**src/rtl/ram_march_bist_if.sv**
```systemverilog
`default_nettype none
// ============================================================================
// Module   : ram_march_bist_if
// Purpose  : Single-port RAM access bus between the March BIST and the RAM.
// Revision : 1.0
// ============================================================================
interface ram_march_bist_if #(
  parameter int WIDTH = 8,
  parameter int DEPTH = 16
);
  localparam int AW = $clog2(DEPTH);

  logic [AW-1:0]    address;
  logic             write_enable;
  logic             read_enable;
  logic [WIDTH-1:0] data_in;
  logic [WIDTH-1:0] data_out;

  modport master (
    output address,
    output write_enable,
    output read_enable,
    output data_in,
    input  data_out
  );

  modport slave (
    input  address,
    input  write_enable,
    input  read_enable,
    input  data_in,
    output data_out
  );
endinterface
`default_nettype wire

```
**src/rtl/ram_march_bist.sv**
```systemverilog
`default_nettype none
// ============================================================================
// Module   : ram_march_bist
// Purpose  : March C- self-test initiator for a single-port synchronous RAM.
// Revision : 1.0
// ============================================================================
module ram_march_bist #(
  parameter  int WIDTH = 8,
  parameter  int DEPTH = 16,
  localparam int AW    = $clog2(DEPTH)
) (
  input  wire logic             clock,
  input  wire logic             reset,
  input  wire logic             start,
  output logic                  busy,
  output logic                  done,
  output logic                  pass,
  output logic [AW-1:0]         fail_address,
  output logic [WIDTH-1:0]      fail_expected,
  output logic [WIDTH-1:0]      fail_actual,
  ram_march_bist_if.master      bus
);

  typedef enum logic [1:0] {
    S_IDLE  = 2'd0,
    S_RUN   = 2'd1,
    S_DRAIN = 2'd2,
    S_DONE  = 2'd3
  } state_t;

  localparam logic [AW-1:0]    c_addr_first = '0;
  localparam logic [AW-1:0]    c_addr_last  = AW'(DEPTH - 1);
  localparam logic [AW-1:0]    c_addr_one   = AW'(1);
  localparam logic [WIDTH-1:0] c_p0         = '0;
  localparam logic [WIDTH-1:0] c_p1         = '1;
  localparam logic [2:0]       c_e0         = 3'd0;
  localparam logic [2:0]       c_e1         = 3'd1;
  localparam logic [2:0]       c_e2         = 3'd2;
  localparam logic [2:0]       c_e3         = 3'd3;
  localparam logic [2:0]       c_e4         = 3'd4;
  localparam logic [2:0]       c_e5         = 3'd5;

  state_t           r_state;
  logic [2:0]       r_elem;
  logic [AW-1:0]    r_address;
  logic             r_write_enable;
  logic             r_read_enable;
  logic [WIDTH-1:0] r_data_in;
  logic             r_busy;
  logic             r_done;
  logic             r_pass;
  logic [AW-1:0]    r_fail_address;
  logic [WIDTH-1:0] r_fail_expected;
  logic [WIDTH-1:0] r_fail_actual;
  logic             r_cmp_valid;
  logic [AW-1:0]    r_cmp_address;
  logic [WIDTH-1:0] r_cmp_expected;

  logic             w_descending;
  logic             w_terminal;
  logic             w_last_op;
  logic             w_next_read;
  logic [2:0]       w_next_elem;
  logic [AW-1:0]    w_next_address;
  logic [WIDTH-1:0] w_next_wdata;
  logic [WIDTH-1:0] w_read_pattern;
  logic             w_mismatch;

  // Next operation derived from the operation currently on the bus.
  always_comb begin
    w_descending   = (r_elem == c_e3) || (r_elem == c_e4);
    w_terminal     = w_descending ? (r_address == c_addr_first)
                                  : (r_address == c_addr_last);
    w_read_pattern = ((r_elem == c_e2) || (r_elem == c_e4)) ? c_p1 : c_p0;
    w_mismatch     = r_cmp_valid && (bus.data_out != r_cmp_expected);
    w_next_elem    = r_elem;
    w_next_address = r_address;
    w_next_read    = 1'b0;
    w_last_op      = 1'b0;
    if (r_elem == c_e0) begin
      if (w_terminal) begin
        w_next_elem    = c_e1;
        w_next_address = c_addr_first;
        w_next_read    = 1'b1;
      end else begin
        w_next_address = r_address + c_addr_one;
      end
    end else if (r_elem == c_e5) begin
      if (w_terminal) begin
        w_last_op = 1'b1;
      end else begin
        w_next_address = r_address + c_addr_one;
        w_next_read    = 1'b1;
      end
    end else if (r_read_enable) begin
      w_next_read = 1'b0;
    end else if (w_terminal) begin
      w_next_elem    = r_elem + 3'd1;
      w_next_address = ((w_next_elem == c_e3) || (w_next_elem == c_e4))
                       ? c_addr_last : c_addr_first;
      w_next_read    = 1'b1;
    end else begin
      w_next_address = w_descending ? (r_address - c_addr_one)
                                    : (r_address + c_addr_one);
      w_next_read    = 1'b1;
    end
    w_next_wdata = ((w_next_elem == c_e1) || (w_next_elem == c_e3)) ? c_p1 : c_p0;
  end

  always_ff @(posedge clock or posedge reset) begin
    if (reset) begin
      r_state         <= S_IDLE;
      r_elem          <= c_e0;
      r_address       <= '0;
      r_write_enable  <= 1'b0;
      r_read_enable   <= 1'b0;
      r_data_in       <= '0;
      r_busy          <= 1'b0;
      r_done          <= 1'b0;
      r_pass          <= 1'b0;
      r_fail_address  <= '0;
      r_fail_expected <= '0;
      r_fail_actual   <= '0;
      r_cmp_valid     <= 1'b0;
      r_cmp_address   <= '0;
      r_cmp_expected  <= '0;
    end else begin
      case (r_state)
        S_IDLE, S_DONE: begin
          if (start) begin
            r_state         <= S_RUN;
            r_busy          <= 1'b1;
            r_done          <= 1'b0;
            r_pass          <= 1'b0;
            r_fail_address  <= '0;
            r_fail_expected <= '0;
            r_fail_actual   <= '0;
            r_elem          <= c_e0;
            r_address       <= c_addr_first;
            r_write_enable  <= 1'b1;
            r_read_enable   <= 1'b0;
            r_data_in       <= c_p0;
            r_cmp_valid     <= 1'b0;
          end
        end
        S_RUN: begin
          r_cmp_valid    <= r_read_enable;
          r_cmp_address  <= r_address;
          r_cmp_expected <= w_read_pattern;
          if (w_mismatch) begin
            // The operation issued alongside this compare has completed; stop here.
            r_fail_address  <= r_cmp_address;
            r_fail_expected <= r_cmp_expected;
            r_fail_actual   <= bus.data_out;
            r_state         <= S_DONE;
            r_busy          <= 1'b0;
            r_done          <= 1'b1;
            r_pass          <= 1'b0;
            r_write_enable  <= 1'b0;
            r_read_enable   <= 1'b0;
            r_data_in       <= '0;
            r_cmp_valid     <= 1'b0;
          end else if (w_last_op) begin
            r_state        <= S_DRAIN;
            r_write_enable <= 1'b0;
            r_read_enable  <= 1'b0;
            r_data_in      <= '0;
          end else begin
            r_elem         <= w_next_elem;
            r_address      <= w_next_address;
            r_read_enable  <= w_next_read;
            r_write_enable <= !w_next_read;
            r_data_in      <= w_next_read ? c_p0 : w_next_wdata;
          end
        end
        S_DRAIN: begin
          if (w_mismatch) begin
            r_fail_address  <= r_cmp_address;
            r_fail_expected <= r_cmp_expected;
            r_fail_actual   <= bus.data_out;
          end
          r_state     <= S_DONE;
          r_busy      <= 1'b0;
          r_done      <= 1'b1;
          r_pass      <= !w_mismatch;
          r_cmp_valid <= 1'b0;
        end
        default: r_state <= S_IDLE;
      endcase
    end
  end

  assign busy             = r_busy;
  assign done             = r_done;
  assign pass             = r_pass;
  assign fail_address     = r_fail_address;
  assign fail_expected    = r_fail_expected;
  assign fail_actual      = r_fail_actual;
  assign bus.address      = r_address;
  assign bus.write_enable = r_write_enable;
  assign bus.read_enable  = r_read_enable;
  assign bus.data_in      = r_data_in;

endmodule
`default_nettype wire

```
**src/flat_wrapper.sv**
```systemverilog
// flat-port wrapper written by rule: the top's interface ports become plain ports
module ram_march_bist_flat 
#(
  parameter  int WIDTH = 8,
  parameter  int DEPTH = 16,
  localparam int AW    = $clog2(DEPTH)
)
  (clock, reset, start, busy, done, pass, fail_address, fail_expected, fail_actual, bus_address, bus_write_enable, bus_read_enable, bus_data_in, bus_data_out);
  ram_march_bist_if #(.WIDTH(WIDTH), .DEPTH(DEPTH)) bus_i ();
  input  wire logic clock;
  input  wire logic reset;
  input  wire logic start;
  output logic busy;
  output logic done;
  output logic pass;
  output logic [AW-1:0] fail_address;
  output logic [WIDTH-1:0] fail_expected;
  output logic [WIDTH-1:0] fail_actual;
  output wire logic [$bits(bus_i.address)-1:0] bus_address;
  output wire logic [$bits(bus_i.write_enable)-1:0] bus_write_enable;
  output wire logic [$bits(bus_i.read_enable)-1:0] bus_read_enable;
  output wire logic [$bits(bus_i.data_in)-1:0] bus_data_in;
  input wire logic [$bits(bus_i.data_out)-1:0] bus_data_out;
  assign bus_address = bus_i.address;
  assign bus_write_enable = bus_i.write_enable;
  assign bus_read_enable = bus_i.read_enable;
  assign bus_data_in = bus_i.data_in;
  assign bus_i.data_out = bus_data_out;
  ram_march_bist #(.WIDTH(WIDTH), .DEPTH(DEPTH)) u_core (.clock(clock), .reset(reset), .start(start), .busy(busy), .done(done), .pass(pass), .fail_address(fail_address), .fail_expected(fail_expected), .fail_actual(fail_actual), .bus(bus_i));
endmodule
```
**config.mk**
```make
export PLATFORM = sky130hd
export DESIGN_NAME = ram_march_bist_flat
export DESIGN_NICKNAME = d
export VERILOG_FILES = /design/src/rtl/ram_march_bist_if.sv /design/src/rtl/ram_march_bist.sv /design/src/flat_wrapper.sv
export SDC_FILE = /design/constraint.sdc
export NUM_CORES = 1
export LEC_CHECK = 0
export ABC_CLOCK_PERIOD_IN_PS = 2550
export CAP_MARGIN = 30
export CORE_UTILIZATION = 51
export CTS_CLUSTER_SIZE = 28
export DETAILED_ROUTE_END_ITERATION = 7
export GPL_ROUTABILITY_DRIVEN = 1
export PLACE_DENSITY = 0.91
export SETUP_SLACK_MARGIN = 0.05
export SLEW_MARGIN = 20
export SYNTH_ARGS = -nofsm -noshare
export SYNTH_HDL_FRONTEND = slang
export SYNTH_SLANG_ARGS = --single-unit
export TNS_END_PERCENT = 1
```
**constraint.sdc**
```tcl
create_clock -name clock -period 2.55 [get_ports clock]
set_input_delay 0.51 -clock clock [delete_from_list [all_inputs] [get_ports clock]]
set_output_delay 0.51 -clock clock [all_outputs]
set_load 0.03 [all_outputs]
```
; ---- Word-level counts from Yosys, hierarchy flattened
; Index checks and enable logic that the tools add are counted.
[totals]
romBits = 0
elab_cells = 119
n_memories = 0
output_inout_bits = 37
ff_bits = 55
latchBits = 0
ram_bits = 0
inputBits = 11
[op_classes]
order_cmp = 0
bitwise = 0
n_shift = 0
n_eq_ne = 21
mul = 0
n_mux = 61
n_addsub = 3
n_reduce_logical = 19
div_mod_pow = 0
[op_table]
columns = cell, count
row1 = $mux 8, 8
row2 = $mux 4, 12
row3 = $pmux 8 s2, 3
row4 = $mux 3, 8
row5 = $mux 1, 17
row6 = $pmux 4 s2, 2
row7 = $eq 3x2->1 const B, 4
row8 = $pmux 1 s3, 4
row9 = $eq 3x3->1 const B, 3
row10 = $ne 4x4->1 const B, 2
row11 = $ne 8x8->1, 1
row12 = $reduce_and 2->1, 4
row13 = $mux 2, 3
row14 = $ne 2x2->1 const B, 3
row15 = $pmux 2 s3, 1
row16 = $pmux 3 s2, 1
row17 = $reduce_and 6->1, 1
row18 = $add 4x1->4 const B, 1
row19 = $eq 2x2->1 const B, 2
row20 = $eq 4x4->1 const B, 1
row21 = $logic_not 4->1, 1
row22 = $logic_or 1x1->1, 4
row23 = $ne 2x1->1 const B, 2
row24 = $pmux 1 s2, 2
row25 = other kinds (12), 14

; ---- Logic depth before layout (Yosys ltp)
[depth]
depth_word = 14
mapped_depth = 11
ltp_nobuf = 10

; ---- Least setup slack after synthesis
; OpenSTA, ideal clock, no wires.
[synth_timing]
path_type = reg2reg
from = register u_core.r_address[0], in the netlist u_core.bus.address[0]
to = register u_core.r_elem[0]
slack_ps = 235
path_stages_with_launch = 11
arrival_ps = 2194
setup_time_ps = 121
n_path_buf = 1
required_ps = 2429
synth_period_minus_slack_ps = 2315
cell_sequence = dfrtp_1 inv_1 ha_1 nor3b_1 mux2_4 inv_2 buf_4 ha_1 a211oi_1 a211oi_1 a22o_1
[synth_via]
elab_chain_len = 9
elab_cells_between_ends = 16
cone_classes = 2 x eq/ne / 12 x mux / 2 x reduce/logical
[synth_rtl]
columns = element, line
row1 = from (decl), ram_march_bist.sv:45  ; logic [AW-1:0] r_address;
row2 = from (signal assigned), ram_march_bist.sv:139  ; r_address <= c_addr_first;
row3 = from (signal assigned), ram_march_bist.sv:170  ; r_address <= w_next_address;
row4 = $eq 4x4->1 or $logic_not 4->1 (tied branches), "ram_march_bist.sv:73, ram_march_bist.sv:72"
row5 = $mux 1 *, ram_march_bist.sv:72  ; w_terminal = w_descending ? (r_address == c_addr_first)
row6 = $mux 3, ram_march_bist.sv:97  ; end else if (w_terminal) begin
row7 = $mux 3, ram_march_bist.sv:95  ; end else if (r_read_enable) begin
row8 = $mux 3, ram_march_bist.sv:88  ; end else if (r_elem == c_e5) begin
row9 = $mux 3, ram_march_bist.sv:80  ; if (r_elem == c_e0) begin
row10 = $mux 3, ram_march_bist.sv:163  ; end else if (w_last_op) begin
row11 = $mux 3, ram_march_bist.sv:150  ; if (w_mismatch) begin
row12 = $pmux 3 s2, ram_march_bist.sv:128  ; case (r_state)
row13 = to (signal assigned), ram_march_bist.sv:169  ; r_elem <= w_next_elem;
row14 = to (decl), ram_march_bist.sv:44  ; logic [2:0] r_elem;
; Mark *: on every way between the ends. The rest lies on a longest branch, timed or not. The select of a mux whose other input is x is not followed.
; A chain may end at the register's enable or synchronous reset.

; ---- Final worst setup path
[layout_timing]
from = register u_core.r_elem[1]
to = register u_core.r_data_in[6], in the netlist u_core.bus.data_in[6]
[layout_via]
elab_chain_len = 14
elab_cells_between_ends = 26
cone_classes = 1 x add/sub / 5 x eq/ne / 17 x mux / 3 x reduce/logical
[layout_rtl]
columns = element, line
row1 = branches (longest 11 deep; another with $add 3x1->3), n/a
row2 = $mux 8 *, ram_march_bist.sv:163
row3 = $mux 8 *, ram_march_bist.sv:150
row4 = $pmux 8 s2 *, ram_march_bist.sv:128
row5 = to (signal assigned), ram_march_bist.sv:142  ; r_data_in <= c_p0;
row6 = to (signal assigned), ram_march_bist.sv:173  ; r_data_in <= w_next_read ? c_p0 : w_next_wdata;
row7 = to (decl), ram_march_bist.sv:48  ; logic [WIDTH-1:0] r_data_in;
; Mark *: on every way between the ends.

==> results.py <==
metrics = {
    "routing": {
        "drt_iter0_drc": 139,
        "post_drt_wl_per_cell_um": 15.3,
        "vias_per_cell": 5.80,
        "drc_errors": 0,
        "vias": 1921,
        "wl_um": 5070,
        "firstDrtPassIters": 5,
        "ant_nets": 0,
    },
    "sta": {
        "worst_pin_slew_ns": 0.651,
        "hold_viol_final": 0,
        "clock_skew_ns": 0.00319,
        "max_freq_mhz": 420,
        "tns_ns": 0,
        "rsz0062_at_grt": "false",
        "period_needed_ns": 2.38,
        "drv_slew": 0,
        "min_period_over_period": 0.934,
        "finalSetupViolations": 0,
        "max_slew_margin": 0.562,
    },
    "final_layout": {
        "stdcell_area_mm2": 0.00279,
        "area_delta_synth_final_pct": 27.4,
        "drive_above_1_share": 0.132,
        "fillerInstances": 297,
        "num-nets-final": 300,
        "antennaDiodeCount": 0,
        "fin_cells": 331,
    },
    "synth": {
        "ys_seq_area_frac": 0.389,
        "ys_warn_count": 0,
        "ys_types": 51,
        "synthTopCellsByArea": "dfrtp_1 39%, mux2i_1 6.9%, o21ai_0 5.7%, buf_4 5.2%, ha_1 5.2%",
        "syn_nets": 256,
        "syn_area_per_cell_um2": 9.26,
        "synth_top_area_share": 0.389,
        "yosysMostFrequentCell": "dfrtp_1",
        "synth_cells": 236,
        "synth_ff_type": "dfrtp_1",
        "synth_top_area_cell": "dfrtp_1",
        "async_flop_share": 1.00,
        "syn_area_mm2": 0.00219,
        "synth_commonest_cells": "34 x dfrtp_1, 25 x o21ai_0, 20 x nand2_1",
        "synth_edf_count": 0,
        "synth-seq-cells": 34,
    },
    "placement": {
        "place_inst": 320,
        "dp_hpwl_um": 3580,
        "io_buffers": 47,
        "placed_cell_area_mm2": 0.00266,
        "place_congestion": 0.873,
    },
    "pwr": {
        "leakage_uw": 0.00114,
        "max-vdd-ir-drop_mv": 0.581,
        "powerDensity_mw_per_mm2": 745,
    },
    "global_routing": {
        "overflow": 0,
        "grt_start_max_net_pins": 35,
        "grt_pass1_wl_um": 8070,
        "antenna_found_initial": 0,
        "grt_usage": 0.242,
        "grt_pass1_vias": 1704,
    },
    "worst_setup_path": {
        "crit_path_cell_trace": "inv_1 -> ha_1 -> mux2i_4 -> mux2_4 -> inv_2 -> ha_1 -> a211oi_2 -> a211oi_2 -> nand3_1 -> o21ai_0",
        "cp_slowest_stage_delay_ns": 0.43,
        "arrival_ns": 2.53,
        "worst_path_max_delay_cell": "dfrtp_2",
        "path_delay_family": "multiplexers",
        "path_buf_inv": 2,
        "crit_fanout": 9,
        "crit_type": "flip-flop to flip-flop",
        "cp.depth": 10,
        "start_kind": "flip-flop",
        "critical_path_required_ns": 2.70,
        "reg2regPathDepth": 10,
        "critPathCaptureType": "flip-flop",
    },
    "clock_network": {
        "clk_latency_ns": 0.29,
        "path_clk_slew_ns": 0.07,
        "htree_levels": 2,
        "numClockSinks": 34,
        "clockBufferDepth": 2,
        "tritoncts": "yes",
        "cts_made_buffers": 5,
        "root_buffer": "clkbuf_8",
    },
    "die": {
        "chipHeight_um": 67.5,
        "core_area_mm2": 0.00406,
        "die_area_mm2": 0.00455,
        "start_util": 0.539,
        "fp.dieW_um": 67.5,
        "rows": 23,
        "io_pins": 48,
    },
    "worst_hold_path": {
        "worstHoldPathCells": 2,
        "hold_path_class": "flip-flop to flip-flop",
    },
    "job": {
        "max_cap_viol_count": 0,
    },
    "outcome": {
        "status": "finished, final reports clean",
    },
}
[path summary, 6_finish.rpt]
check | start | to | slack [ns]
setup / recovery | u_core.r_elem[1] | u_core.bus.data_in[6] | 0.17
hold / removal | u_core.r_cmp_valid | u_core.r_cmp_valid | 0.51
setup reg to reg | u_core.r_elem[1] | u_core.bus.data_in[6] | 0.17
hold reg to reg | u_core.r_cmp_valid | u_core.r_cmp_valid | 0.51
max in group asynchronous | reset | u_core.r_elem[1] | 1.60
min in group asynchronous | reset | u_core.fail_actual[5] | 0.62
[power by group]
group          switching, µW  internal, µW  total (µW)
sequential              99.1           626         725
combinational            562           378         940
clock                    192           218         410
total                    853          1220        2070
[worst min-delay path, cell delays in order (launching register included)]
cell and delay [ns]:
dfrtp_1 0.36, nand2_1 0.06, o31ai_1 0.06
[repair_timing]
action                                  4_1_cts  5_1_grt
hold buffers                                  0        0
endpoints found under the setup margin        0        3
resized for setup                             0        3
setup buffers                                 0        3
[per-layer routing]
layer,track usage,vias up,wire [µm]
met5,0,-,0
met4,0.0851,0,72
met2,0.394,64,2470
li1,-,927,-
met3,0.0541,8,277
met1,0.313,922,2250
[layout make-up]
class	instances	area [µm²]	area share
clock inverters	1	5.00	0.00180
repair buffers	65	606	0.217
well taps	50	62.6	0.0225
multi-input cells	159	1120	0.401
flip-flops and latches	34	852	0.306
inverters	15	56.3	0.0202
clock buffers	7	86.3	0.0310
[through the flow]
stage | setup WS (ns) | hold slack, ns | power (µW) | utilization
after detailed placement | 0.00391 | 0.485 | 1650 | 0.656
after global routing | 0.0454 | 0.541 | 2190 | 0.686
after floorplan | 0.235 | 0.440 | 1340 | -
after global placement | 0.0853 | 0.473 | 1630 | 0.656
after CTS | 0.0736 | 0.499 | 2070 | 0.678
final | 0.169 | 0.510 | 2070 | 0.686
[kinds of logic (layout without fill, tap and decap cells)]
kind of cell | after synthesis | after routing | share of synthesized area
compound gates | 73 | 73 | 0.222
simple gates | 54 | 54 | 0.119
buf+inv | 43 | 88 | 0.104
flops | 34 | 34 | 0.389
mux | 21 | 21 | 0.106
fa+ha+maj | 9 | 9 | 0.0515
xor+xnor | 2 | 2 | 0.00802
[registers in the layout, indices dropped and copies added (netlist names), 2 cells and up]
register,flops
u_core.r_state,2
u_core.bus.address,4
u_core.r_elem,3
u_core.fail_actual,8
u_core.r_cmp_address,4
u_core.fail_address,4
[layout by cell type, fill, tap and decap left out, types with 2 or more instances in the layout]
cell and instances:
o21bai_1 2, a31oi_1 4, a21o_1 2, clkbuf_8 6, a32o_1 2, and3_1 3
nand2b_1 3, nor3_1 3, inv_1 14, a22o_1 5, ha_1 9, a211oi_2 2
o31ai_1 2, o21ai_0 25, a21oi_1 10, clkdlybuf4s50_1 47, o22ai_1 6, mux2i_1 15
mux2_2 4, nand3_1 7, xnor2_1 2, nor2_1 10, nand2_1 20, buf_4 18
dfrtp_1 33
Power figures use the tool's default switching activity.
